`src/rtl/vram_arbiter.sv`:
```
// CPU / video-DMA arbiter for the shared 64K SRAM: halts the CPU via HALT/BA and lends the bus to DMA.
// Optional stolen-cycle counter is built only when VRAM_ARB_STATS_EN is defined.
module vram_arbiter #(
    parameter int HANDBACK_CYCLES = 1,
    parameter int BA_TIMEOUT      = 255
) (
    input  logic        clk,
    input  logic        rst,
    input  logic [15:0] cpu_addr,
    input  logic [7:0]  cpu_wdata,
    output logic [7:0]  cpu_rdata,
    input  logic        cpu_rw,
    input  logic        cpu_vma,
    input  logic        cpu_ba,
    output logic        cpu_halt,
    input  logic        vpu_hold,
    input  logic        vpu_vramcs,
    input  logic [15:0] vpu_addr,
    output logic [7:0]  vpu_data,
    output logic [15:0] mem_addr,
    input  logic [7:0]  mem_dq_in,
    output logic [7:0]  mem_dq_out,
    output logic        mem_ce,
    output logic        mem_oe,
    output logic        mem_we,
    output logic        grant,
    output logic        bus_err,
    input  logic        stats_clr,
    output logic [15:0] stolen_cycles
);
    typedef enum logic [1:0] {IDLE, WAIT_BA, GRANT, HANDBACK} state_e;
    typedef enum logic [1:0] {OWN_CPU, OWN_DMA, OWN_NONE} owner_e;

    state_e      state_q, state_d;
    owner_e      owner_q, owner_d;
    logic        halt_q, halt_d;
    logic        grant_q, grant_d;
    logic        err_q, err_d;
    logic        block_q, block_d;
    logic [7:0]  ba_cnt_q, ba_cnt_d, ba_cnt_inc;
    logic [3:0]  hb_cnt_q, hb_cnt_d;
    logic [7:0]  vdata_q, vdata_d;

    always_comb begin
        state_d    = state_q;
        owner_d    = owner_q;
        halt_d     = halt_q;
        grant_d    = grant_q;
        err_d      = err_q;
        // After a BA timeout the stale hold is ignored until DMA drops it once
        block_d    = block_q & vpu_hold;
        ba_cnt_d   = ba_cnt_q;
        hb_cnt_d   = hb_cnt_q;
        ba_cnt_inc = ba_cnt_q + 8'd1;
        case (state_q)
            IDLE: begin
                if (vpu_hold && !block_q) begin
                    state_d  = WAIT_BA;
                    halt_d   = 1'b1;
                    ba_cnt_d = '0;
                end
            end
            WAIT_BA: begin
                if (cpu_ba) begin
                    state_d = GRANT;
                    owner_d = OWN_DMA;
                    grant_d = 1'b1;
                end else if (!vpu_hold) begin
                    state_d = IDLE;
                    owner_d = OWN_CPU;
                    halt_d  = 1'b0;
                end else if (ba_cnt_inc == 8'(BA_TIMEOUT)) begin
                    state_d = IDLE;
                    owner_d = OWN_CPU;
                    halt_d  = 1'b0;
                    err_d   = 1'b1;
                    block_d = 1'b1;
                end else begin
                    ba_cnt_d = ba_cnt_inc;
                end
            end
            GRANT: begin
                if (!vpu_hold) begin
                    state_d  = HANDBACK;
                    owner_d  = OWN_NONE;
                    grant_d  = 1'b0;
                    hb_cnt_d = '0;
                end else if (!cpu_ba) begin
                    // CPU dropped BA under us: float the bus and re-wait for it
                    state_d  = WAIT_BA;
                    owner_d  = OWN_NONE;
                    grant_d  = 1'b0;
                    err_d    = 1'b1;
                    ba_cnt_d = '0;
                end
            end
            HANDBACK: begin
                if (vpu_hold && cpu_ba) begin
                    state_d = GRANT;
                    owner_d = OWN_DMA;
                    grant_d = 1'b1;
                end else if (hb_cnt_q == 4'(HANDBACK_CYCLES - 1)) begin
                    state_d = IDLE;
                    owner_d = OWN_CPU;
                    halt_d  = 1'b0;
                end else begin
                    hb_cnt_d = hb_cnt_q + 4'd1;
                end
            end
            default: state_d = IDLE;
        endcase
        vdata_d = (grant_q && vpu_vramcs) ? mem_dq_in : vdata_q;
    end

    always_ff @(posedge clk or negedge rst) begin
        if (!rst) begin
            state_q  <= IDLE;
            owner_q  <= OWN_CPU;
            halt_q   <= 1'b0;
            grant_q  <= 1'b0;
            err_q    <= 1'b0;
            block_q  <= 1'b0;
            ba_cnt_q <= '0;
            hb_cnt_q <= '0;
            vdata_q  <= '0;
        end else begin
            state_q  <= state_d;
            owner_q  <= owner_d;
            halt_q   <= halt_d;
            grant_q  <= grant_d;
            err_q    <= err_d;
            block_q  <= block_d;
            ba_cnt_q <= ba_cnt_d;
            hb_cnt_q <= hb_cnt_d;
            vdata_q  <= vdata_d;
        end
    end

    always_comb begin
        mem_addr   = '0;
        mem_dq_out = '0;
        mem_ce     = 1'b0;
        mem_oe     = 1'b0;
        mem_we     = 1'b0;
        case (owner_q)
            OWN_CPU: begin
                mem_addr   = cpu_addr;
                mem_dq_out = cpu_wdata;
                mem_ce     = cpu_vma;
                mem_oe     = cpu_vma & cpu_rw;
                mem_we     = cpu_vma & ~cpu_rw;
            end
            OWN_DMA: begin
                mem_addr = vpu_addr;
                mem_ce   = vpu_vramcs;
                mem_oe   = vpu_vramcs;
            end
            default: ;
        endcase
    end

    assign cpu_rdata = mem_dq_in;
    assign cpu_halt  = halt_q;
    assign grant     = grant_q;
    assign bus_err   = err_q;
    assign vpu_data  = vdata_q;

`ifdef VRAM_ARB_STATS_EN
    logic [15:0] stolen_q, stolen_d;

    always_comb begin
        stolen_d = stolen_q;
        if (stats_clr)
            stolen_d = '0;
        else if (halt_q && stolen_q != 16'hFFFF)
            stolen_d = stolen_q + 16'd1;
    end

    always_ff @(posedge clk or negedge rst) begin
        if (!rst) stolen_q <= '0;
        else      stolen_q <= stolen_d;
    end

    assign stolen_cycles = stolen_q;
`else
    logic unused_stats_clr;
    assign unused_stats_clr = stats_clr;
    assign stolen_cycles    = '0;
`endif
endmodule
```
`config.mk`:
```
export PLATFORM = sky130hd
export DESIGN_NAME = vram_arbiter
export DESIGN_NICKNAME = d
export VERILOG_FILES = /design/src/rtl/vram_arbiter.sv
export SDC_FILE = /design/constraint.sdc
export NUM_CORES = 1
export LEC_CHECK = 0
export ABC_AREA = 1
export BUFFER_PORTS_ARGS = -buffer_cell sky130_fd_sc_hd__clkbuf_2
export CELL_PAD_IN_SITES_DETAIL_PLACEMENT = 1
export CELL_PAD_IN_SITES_GLOBAL_PLACEMENT = 1
export CORE_MARGIN = 10
export CORE_UTILIZATION = 30
export DETAILED_ROUTE_END_ITERATION = 16
export PLACE_DENSITY_LB_ADDON = 0.1
export SLEW_MARGIN = 15
export SYNTH_ARGS = -nofsm -noshare
export SYNTH_HDL_FRONTEND = slang
export SYNTH_SLANG_ARGS = --single-unit
```
`constraint.sdc`:
```
create_clock -name clk -period 2.2 [get_ports clk]
set_input_delay 0.44 -clock clk [delete_from_list [all_inputs] [get_ports clk]]
set_output_delay 0.44 -clock clk [all_outputs]
set_load 0.02 [all_outputs]
```
==> results of run 1 <==
area by class of cell:
type | count | area share
Multi-Input combinational cell | 178 | 0.3937
Sequential cell | 28 | 0.2749
Clock inverter | 1 | 0.01178
Inverter | 37 | 0.05449
Timing Repair Buffer | 105 | 0.2111
Clock buffer | 3 | 0.01620
Tap cell | 77 | 0.03780
how the worst max path moves through the flow:
| stage | start | to | cells past startpoint |
|---|---|---|---|
| global route | owner_q[0]$_DFFE_PN0P_ | mem_addr[5] | 4 |
| global placement | ba_cnt_q[0]$_DFFE_PN0P_ | owner_q[0]$_DFFE_PN0P_ | 11 |
| CTS | owner_q[0]$_DFFE_PN0P_ | mem_addr[5] | 4 |
| detailed placement | ba_cnt_q[0]$_DFFE_PN0P_ | ba_cnt_q[1]$_DFFE_PN0P_ | 10 |
| finish | owner_q[0]$_DFFE_PN0P_ | mem_addr[5] | 4 |
| floorplan | owner_q[0]$_DFFE_PN0P_ | mem_we | 4 |
kinds of logic after synthesis:
| family | Yosys count |
|---|---|
| and+or+nand+nor | 116 |
| buffers and inverters | 66 |
| AOI/OAI and AO/OA | 34 |
| DFF | 28 |
| muxes | 8 |
| adders and majority gates | 4 |
| other | 1 |
cell usage after synthesis:
master | instances | share of area
nand2_1 | 58 | 0.11
inv_1 | 37 | 0.069
dfrtp_1 | 28 | 0.35
buf_4 | 25 | 0.094
nor2_1 | 22 | 0.041
a22o_1 | 16 | 0.070
nand3_1 | 11 | 0.027
nand4_1 | 9 | 0.028
mux2_2 | 8 | 0.045
o21ai_0 | 6 | 0.015
a21oi_1 | 5 | 0.012
ha_1 | 4 | 0.025
nand2_2 | 3 | 0.0094
nand3_2 | 3 | 0.015
and2_1 | 2 | 0.0062
buf_6 | 2 | 0.011
nor2_2 | 2 | 0.0062
nor2_4 | 2 | 0.011
o21bai_2 | 2 | 0.011
a211oi_1 | 1 | 0.0037
and3_2 | 1 | 0.0037
buf_2 | 1 | 0.0025
clkbuf_1 | 1 | 0.0019
conb_1 | 1 | 0.0019
nand3b_1 | 1 | 0.0037
nor3_1 | 1 | 0.0025
nor3b_1 | 1 | 0.0037
o211a_1 | 1 | 0.0050
o211ai_1 | 1 | 0.0037
o21ai_2 | 1 | 0.0044
o21ai_4 | 1 | 0.0081
power by group through the flow:
stage               clock network, mW  registers [mW]  logic, mW
floorplan                           0           0.904       1.10
global placement                    0           0.796       1.78
detailed placement                  0           0.803       1.79
CTS                             0.426           0.794       1.79
global route                    0.448           0.825       1.95
finish                          0.407           0.790       1.76
registers in the layout, summed over array words and instances, names as in the netlist:
signal    cells
hb_cnt_q      4
grant         1
owner_q       2
block_q       1
ba_cnt_q      8
state_q       2
cpu_halt      1
vpu_data      8
bus_err       1
critical path, cell delays in order (launching register included):
cell	delay, ns
dfrtp_1	0.41
nor2_1	0.27
buf_4	0.27
a22o_1	0.17
clkbuf_2	0.18
routing by layer:
metal | vias to the layer above | wire length, um | track usage
li1 | 981 | - | -
met1 | 869 | 2863 | 0.1452
met2 | 82 | 2966 | 0.2058
met3 | 6 | 837 | 0.04697
met4 | 0 | 68 | 0.03300
met5 | - | 0 | 0
through the flow:
step | total power [mW] | setup slack (ns) | std cells | hold WS, ns
floorplan | 2.003 | 0.4109 | 272 | 0.1444
global placement | 2.574 | 0.3319 | 425 | 0.4584
detailed placement | 2.589 | 0.2929 | 425 | 0.4615
CTS | 3.005 | 0.1518 | 429 | 0.2250
global route | 3.222 | 0.02988 | 429 | 0.2523
finish | 2.961 | 0.1932 | 429 | 0.2049
==> metrics.md, run 1 <==
| Metric | Value |
|---|---|
| First-pass DRT Iterations | 4 |
| Seq/Total Area, Yosys | 0.3493 |
| Clock power share | 0.138 |
| Power density cells | 1162 mW/mm^2 |
| Gate Count Post-Synth | 257 |
| Arr. time, crit path | 1.57 ns |
| Crit path max fanout | 15 |
| Via count | 1938 |
| # diodes | 0 |
| TritonCTS clock tree | yes |
| Register bit count reported by yosys | 28 |
| Combinational Power Share | 0.596 |
| Largest net degree at the start of global routing | 29 |
| Area share of and/or/nand/nor cells after synthesis | 0.2670 |
| GRT overflow | 0 |
| Post-Route Utilization | 0.3968 |
| Xor/xnor cell area share of the yosys netlist | 0 |
| Sw frac | 0.4836 |
| Area of the multi-input gates | 0.001003 mm^2 |
| Cell area after synthesis | 0.002006 mm^2 |
| Max Slew Vio Count | 0 |
| Post-CTS Setup Bufs | 0 |
| Final Critical Period | 2.007 ns |
| Finished Cell Area | 0.002549 mm^2 |
| Die height | 101.8 um |
| R2R Path End | ba_cnt_q[1]$_DFFE_PN0P_ |
| Most frequent cells in the layout | clkbuf_2, nand2_1, inv_1 |
| DRT iter0 DRCs | 43 |
| Worst r2r path cells | 10 |
| CTS resizes | 0 |
| Flop pwr share | 0.267 |
| Chip width | 101.8 um |
| RSZ-0062 raised after global routing | no |
| Core box area | 0.006422 mm^2 |
| Clock transition at path regs | 0.10 ns |
| Net switching power | 1.432 mW |
| Die area | 0.01036 mm^2 |
| Final period util | 0.9122 |
| Slew of the pin with the lowest slew margin | 0.7362 ns |
| Vias in the first global route | 1956 |
| Leakage power | 1.500 nW |
| First-pass GRT wire length | 10.38 mm |
| Htree depth | 1 |
| Placer congestion estimate | 0.7410 |
| Fmax achieved | 498.3 MHz |
| Max-cap violations | 0 |
| Setup crit end kind | output port |
| Final Setup Violations | 0 |
| Placed Area | 0.002477 mm^2 |
| Routed wire length | 6.736 mm |
| CP required | 1.76 ns |
| Hold Buf Count CTS | 0 |
| Most common cell after layout, fill and taps aside | clkbuf_2 |
| Worst Skew | 0.004825 ns |
| CTS sink cnt | 28 |
| Reg area | 700.7 um^2 |
| IO Port Bufs | 100 |
| Int Power | 1.529 mW |
| Slew headroom | 0.5092 |
| Drt wl/cell | 15.70 um |
| Clock latency on the worst-skew pair | 0.27 ns |
| All-Layer GR Usage | 0.1235 |
| Routed vias/inst | 4.517 |
| Layout area overhead | 27.07% |
| Root buffer cell | clkbuf_8 |
| Worst VDD drop | 0.3897 mV |
| Crit path kind | flop to output port |
| Initial Utilization | 0.3123 |
| Mux contribution to synthesized area | 0.04492 |
| CTS Buf Count | 3 |
| Distinct cells, synth | 31 |
| Crit path launch type | flop |
| Rows | 29 |
| Filler cell count | 838 |
| Nets | 413 |
| Final ANT Viol Nets | 0 |
| Ports | 118 |
| HP Class | input pin to asynchronous set/reset pin |
| Status | finished clean |
| Final Hold Fails | 0 |
| HPWL Detailed | 5.744 mm |
| Initial antenna violation count | 0 |
| Reg-to-reg startpoint | ba_cnt_q[0]$_DFFE_PN0P_ |
| TNS Setup | 0 ns |
| Synth Area in Compound Gates | 0.1335 |
| Largest family of logic cells by synthesized area | simple AND/OR/NAND/NOR gates |
| Layout cells sized above 1 | 0.3750 |
| Register-to-Register Setup Slack | 0.26 ns |
| DR DRC count | 0 |
| Max Root-Sink Buffers | 2 |
| Synth warn | 0 |
| Post-Syn Area per Cell | 7.804 um^2 |
| Adder-cell share of the synthesized area | 0.02495 |
No activity file was read; power rests on OpenSTA's default activity.
==> run 2: changes to the inputs <==
CELL_PAD_IN_SITES_DETAIL_PLACEMENT = 0   (was 1)
CORE_MARGIN = default   (was 10)
==> run 2 against run 1 <==
Net effect:
- hold slack worse by 0.0093 ns
- die area shrank 32%
- worst setup slack better by 0.034 ns
- register-to-register slack improved by 0.10 ns
- flip-flop and latch count unchanged
- clock power is 3% higher
- largest power group unchanged
- design area is 0.39% higher
- clock skew is 0.0017 ns lower
- fmax grew 1.7%
- routed wire length shrank 28%
- highest routed layer unchanged
- sequential power is essentially flat
- first-iteration DRC count increased by 12%
==> metrics.md, run 2 (same netlist as run 1, synthesis figures left out) <==
| Metric | Value |
|---|---|
| Status | finished clean |
| Setup crit end kind | output port |
| Chip width | 83.77 um (-18%) |
| Arr. time, crit path | 1.53 ns (-0.04 ns) |
| Final Hold Fails | 0 (unchanged) |
| Worst r2r path cells | 10 (unchanged) |
| All-Layer GR Usage | 0.1472 (+0.02371) |
| Routed vias/inst | 4.409 (-2.4%) |
| TNS Setup | 0 ns (unchanged) |
| Slew of the pin with the lowest slew margin | 0.7211 ns (-0.01518 ns) |
| Filler cell count | 666 (-21%) |
| Largest net degree at the start of global routing | 29 (unchanged) |
| Final std cells w/o fill | 430 (+0.23%) |
| Crit path max fanout | 15 (unchanged) |
| Placer congestion estimate | 0.8019 (+8.2%) |
| DRT iter0 DRCs | 48 (+12%) |
| Most common cell after layout, fill and taps aside | clkbuf_2 |
| DR DRC count | 0 (unchanged) |
| R2R Path End | ba_cnt_q[7]$_DFFE_PN0P_ |
| Crit path kind | flop to output port |
| Die height | 83.77 um (-18%) |
| Pre-CTS setup slack | 0.3721 ns (+0.07918 ns) |
| Layout area overhead | 27.57% |
| Crit-path max cell delay | 0.42 ns (about the same) |
| IO Port Bufs | 100 (unchanged) |
| Reg area | 700.7 um^2 (unchanged) |
| Slew headroom | 0.5193 (+0.01012) |
| Most frequent cells in the layout | clkbuf_2, nand2_1, inv_1 |
| Crit path launch type | flop |
| Initial antenna violation count | 0 (unchanged) |
| Clock transition at path regs | 0.10 ns (about the same) |
| Ports | 118 (unchanged) |
| Drt wl/cell | 11.32 um (-28%) |
| Total power | 2.911 mW (-1.7%) |
| Die area | 0.007017 mm^2 (-32%) |
| Area of the multi-input gates | 0.001006 mm^2 (+0.25%) |
| Max Slew Vio Count | 0 (unchanged) |
| Via count | 1896 (-2.2%) |
| Worst VDD drop | 0.5570 mV (+43%) |
| CP startpoint | owner_q[0]$_DFFE_PN0P_ |
| Clock latency on the worst-skew pair | 0.28 ns (about the same) |
| CTS Buf Count | 3 (unchanged) |
| Routed wire length | 4.866 mm (-28%) |
| Root buffer cell | clkbuf_8 |
| Htree depth | 1 (unchanged) |
| Final setup margin | 0.2272 ns (+0.03401 ns) |
| First-pass GRT wire length | 8.459 mm (-18%) |
| Register-to-Register Setup Slack | 0.36 ns (+0.10 ns) |
| Leakage power | 1.504 nW (+0.30%) |
| Placed cells | 426 (+0.24%) |
| Layout cells sized above 1 | 0.3796 (+0.004603) |
| Final period util | 0.8967 (-0.01546) |
| Vias in the first global route | 1757 (-10%) |
| Worst Skew | 0.003131 ns (-0.001694 ns) |
| Slowest CP cell | dfrtp_1 |
| HPWL Detailed | 3.935 mm (-32%) |
| RSZ-0062 raised after global routing | no |
| TritonCTS clock tree | yes |
| Final ANT Viol Nets | 0 (unchanged) |
| Final Critical Period | 1.973 ns (-0.03401 ns) |
| First-pass DRT Iterations | 4 (unchanged) |
| Reg-to-reg startpoint | ba_cnt_q[0]$_DFFE_PN0P_ |
| Final hold slack | 0.1956 ns (-0.009314 ns) |
| Nets | 414 (+0.24%) |
| Initial Utilization | 0.3141 (+0.001774) |
| Max Root-Sink Buffers | 2 (unchanged) |
| Final Setup Violations | 0 (unchanged) |
| CTS sink cnt | 28 (unchanged) |
| Rows | 29 (unchanged) |
| Worst path cell trace | nor2_2, buf_4, nand2_1, nor2_1, clkbuf_2 |
| CP required | 1.76 ns (about the same) |
| Fmax achieved | 506.9 MHz (+1.7%) |
| Power density cells | 1138 mW/mm^2 (-2.1%) |
| # diodes | 0 (unchanged) |
| GRT overflow | 0 (unchanged) |
| Core box area | 0.006386 mm^2 (-0.57%) |
| HP Class | input pin to asynchronous set/reset pin |
| Max-cap violations | 0 (unchanged) |
[run 2: cell count changes in the layout (fill, tap and decap cells not counted)]
cell,previous run,this run
nor2_1,22,21
nor2_2,2,3
buf_4,5,6
[run 2: metrics by stage]
stage | instance area [um^2] | utilization
2_1_floorplan | 2062 | -
5_1_grt | 2559 | 0.4007
4_1_cts | 2556 | 0.4003
3_5_place_dp | 2485 | 0.3891
3_3_place_gp | 2485 | 0.3891
6_report | 2559 | 0.4007
[run 2: area by class of cell]
type | instances | area share
clock buffer | 3 | 0.01614
clock inverter | 1 | 0.01174
inverter | 37 | 0.05428
multi-input combinational | 178 | 0.3932
sequential | 28 | 0.2738
tap | 77 | 0.03765
timing repair buffer | 106 | 0.2132
[run 2: timing repair]
item | CTS | global route
resized for setup | 0 | 1
setup buffers | 0 | 0
hold buffers | 0 | 0
setup endpoints to repair | 0 | 3
[run 2: worst max-delay path, delay by kind of cell (launching register included)]
kind                   cells  cell delay (ns)
flip-flops                 1             0.42
AND/OR/NAND/NOR            3             0.42
buffers and inverters      2             0.42
[run 2: worst max-delay path by stage]
stage | endpoint | cells past startpoint
after CTS | mem_we | 5
after detailed placement | owner_q[0]$_DFFE_PN0P_ | 11
after global placement | owner_q[0]$_DFFE_PN0P_ | 11
after floorplan | mem_we | 4
final | mem_we | 5
after global routing | mem_we | 5
[run 2: power by group]
group	switching (mW)	leakage (nW)	internal, mW
Sequential	0.120	0.358	0.672
Combinational	1.09	1.11	0.614
Clock	0.174	0.0357	0.244
Total	1.38	1.50	1.53
[run 2: layer usage]
| metal | global-route usage | part of all wire | vias up |
|---|---|---|---|
| met5 | 0 | 0 | - |
| met4 | 0.03698 | 0.0088 | 0 |
| met3 | 0.02671 | 0.069 | 4 |
| met2 | 0.2520 | 0.48 | 75 |
| met1 | 0.1910 | 0.44 | 822 |
| li1 | - | - | 995 |
==> run 3: changes to the inputs <==
CORE_MARGIN = 3   (was default)
==> run 3 against run 2 <==
Net effect:
- via count fell by 0.16%
- utilization fell by 0.15 points
- fmax rose by 3.4%
- largest cell class unchanged
- die area rose by 9.8%
==> metrics.md, run 3 (same netlist as run 1, synthesis figures left out) <==
| Metric | Value |
|---|---|
| Status | finished clean |
| Clock transition at path regs | 0.10 ns (about the same) |
| Combinational Power Share | 0.591 (+0.007) |
| Layout area overhead | 27.82% |
| CP required | 2.42 ns (+0.66 ns) |
| Arr. time, crit path | 2.12 ns (+0.59 ns) |
| CTS Buf Count | 3 (unchanged) |
| Ports | 118 (unchanged) |
| Layout cells sized above 1 | 0.3785 (-0.001072) |
| All-Layer GR Usage | 0.1293 (-0.01792) |
| Initial antenna violation count | 0 (unchanged) |
| Drt wl/cell | 11.92 um (+5.3%) |
| Final std cells w/o fill | 431 (+0.23%) |
| Root buffer cell | clkbuf_8 |
| Die height | 87.77 um (+4.8%) |
| Slew of the pin with the lowest slew margin | 0.6980 ns (-0.02305 ns) |
| TritonCTS clock tree | yes |
| DRT iter0 DRCs | 37 (-23%) |
| CTS sink cnt | 28 (unchanged) |
| Leakage power | 1.509 nW (+0.36%) |
| Clock power share | 0.139 (-0.004) |
| GRT overflow | 0 (unchanged) |
| # diodes | 0 (unchanged) |
| Net switching power | 1.385 mW (+0.28%) |
| CTS resizes | 0 (unchanged) |
| Initial Utilization | 0.3123 (-0.001774) |
| Hold Buf Count CTS | 0 (unchanged) |
| Final Critical Period | 1.908 ns (-0.06521 ns) |
| Die area | 0.007703 mm^2 (+9.8%) |
| Placed Area | 0.002492 mm^2 (+0.30%) |
| TNS Setup | 0 ns (unchanged) |
| Total power | 2.927 mW (+0.53%) |
| Final setup margin | 0.2924 ns (+0.06521 ns) |
| Via count | 1893 (-0.16%) |
| Worst path cell trace | ha_1, nand2_1, inv_1, nor2_1, nand3_1, nor2_2, nand3_2, o21ai_4, nand2_1, nand2_1 |
| Fmax achieved | 524.2 MHz (+3.4%) |
| Rows | 29 (unchanged) |
| Final ANT Viol Nets | 0 (unchanged) |
| Placed cells | 427 (+0.23%) |
| Final Setup Violations | 0 (unchanged) |
| Slew headroom | 0.5347 (+0.01537) |
| Worst r2r path cells | 10 (unchanged) |
| Final period util | 0.8671 (-0.02964) |
| First-pass DRT Iterations | 4 (unchanged) |
| DR DRC count | 0 (unchanged) |
| Most common cell after layout, fill and taps aside | clkbuf_2 |
| Max Root-Sink Buffers | 2 (unchanged) |
| Htree depth | 1 (unchanged) |
| Flop pwr share | 0.269 (-0.003) |
| Routed wire length | 5.136 mm (+5.5%) |
| Chip width | 87.77 um (+4.8%) |
| Worst Skew | 0.006175 ns (+0.003044 ns) |
| Nets | 415 (+0.24%) |
| Reg-to-reg startpoint | ba_cnt_q[0]$_DFFE_PN0P_ |
| Filler cell count | 688 (+3.3%) |
| Setup crit end kind | flop |
| Finished Cell Area | 0.002564 mm^2 (+0.20%) |
| Sw frac | 0.4733 (-0.001185) |
| HPWL Detailed | 4.263 mm (+8.3%) |
| HP Class | input pin to asynchronous set/reset pin |
| Max Slew Vio Count | 0 (unchanged) |
| Vias in the first global route | 1662 (-5.4%) |
| Register-to-Register Setup Slack | 0.29 ns (-0.07 ns) |
| IO Port Bufs | 100 (unchanged) |
| Core box area | 0.006422 mm^2 (+0.57%) |
| Top cell by count, worst path | nand2_1 |
| First-pass GRT wire length | 7.928 mm (-6.3%) |
| Int Power | 1.541 mW (+0.76%) |
| Most frequent cells in the layout | clkbuf_2, nand2_1, inv_1 |
| Worst VDD drop | 0.3026 mV (-46%) |
| R2R Path End | ba_cnt_q[7]$_DFFE_PN0P_ |
| Post-CTS Setup Bufs | 0 (unchanged) |
| Crit path max fanout | 8 (-7) |
| Pre-CTS setup slack | 0.2962 ns (-0.07588 ns) |
| Final Hold Fails | 0 (unchanged) |
| Power density cells | 1142 mW/mm^2 (+0.34%) |
| Crit path kind | flop to flop |
| Clock latency on the worst-skew pair | 0.27 ns (about the same) |
| Crit path launch type | flop |
| Crit-path max cell delay | 0.43 ns (about the same) |
| RSZ-0062 raised after global routing | no |
| Routed vias/inst | 4.392 (-0.39%) |
| Largest net degree at the start of global routing | 29 (unchanged) |
| Slowest CP cell | dfrtp_1 |
| Placer congestion estimate | 0.7406 (-7.6%) |
| Max-cap violations | 0 (unchanged) |
## run 3: power by group through the flow
| stage | registers [mW] | logic (mW) | clock network (mW) |
|---|---|---|---|
| final | 0.789 | 1.73 | 0.407 |
| after global routing | 0.819 | 1.93 | 0.451 |
| after CTS | 0.792 | 1.76 | 0.433 |
| after detailed placement | 0.803 | 1.76 | 0 |
| after global placement | 0.796 | 1.77 | 0 |
| after floorplan | 0.904 | 1.10 | 0 |
## run 3: worst max path at each step
stage                            startpoint                      end  slack, ns  depth (start not counted)
finish              ba_cnt_q[0]$_DFFE_PN0P_  ba_cnt_q[7]$_DFFE_PN0P_       0.29                         10
global route        ba_cnt_q[1]$_DFFE_PN0P_   owner_q[0]$_DFFE_PN0P_       0.03                         11
CTS                  owner_q[0]$_DFFE_PN0P_            mem_dq_out[4]       0.27                          5
detailed placement  ba_cnt_q[1]$_DFFE_PN0P_  ba_cnt_q[7]$_DFFE_PN0P_       0.30                         10
global placement    ba_cnt_q[0]$_DFFE_PN0P_   owner_q[0]$_DFFE_PN0P_       0.30                         11
floorplan            owner_q[0]$_DFFE_PN0P_                   mem_we       0.41                          4
## run 3: layout make-up
cell class / count / area (um^2) / share of cell area
multi-input combinational: 178 / 1003 / 0.3914
sequential: 28 / 700.7 / 0.2733
inverter: 37 / 138.9 / 0.05417
clock inverter: 1 / 30.03 / 0.01171
tap: 77 / 96.34 / 0.03758
timing repair buffer: 107 / 553.0 / 0.2157
clock buffer: 3 / 41.29 / 0.01611
## run 3: worst max-delay path, delay by kind of cell, from the launching register on
family | cells | cell delay, ns
AOI/OAI and AO/OA | 1 | 0.31
adders and majority gates | 1 | 0.26
buffers and inverters | 1 | 0.04
DFF | 1 | 0.43
and+or+nand+nor | 7 | 0.81
## run 3: per-layer routing
| metal | GRT usage | share of wire | vias up |
|---|---|---|---|
| met5 | 0 | 0 | - |
| li1 | - | - | 996 |
| met4 | 0.02510 | 0.0066 | 0 |
| met2 | 0.2390 | 0.48 | 70 |
| met3 | 0.01976 | 0.074 | 2 |
| met1 | 0.1582 | 0.44 | 825 |
## run 3: through the flow
stage	hold WS, ns	utilization
floorplan	0.1444	-
global placement	0.4587	0.3881
detailed placement	0.4733	0.3881
CTS	0.2240	0.3992
global route	0.2442	0.3992
finish	0.1907	0.3992
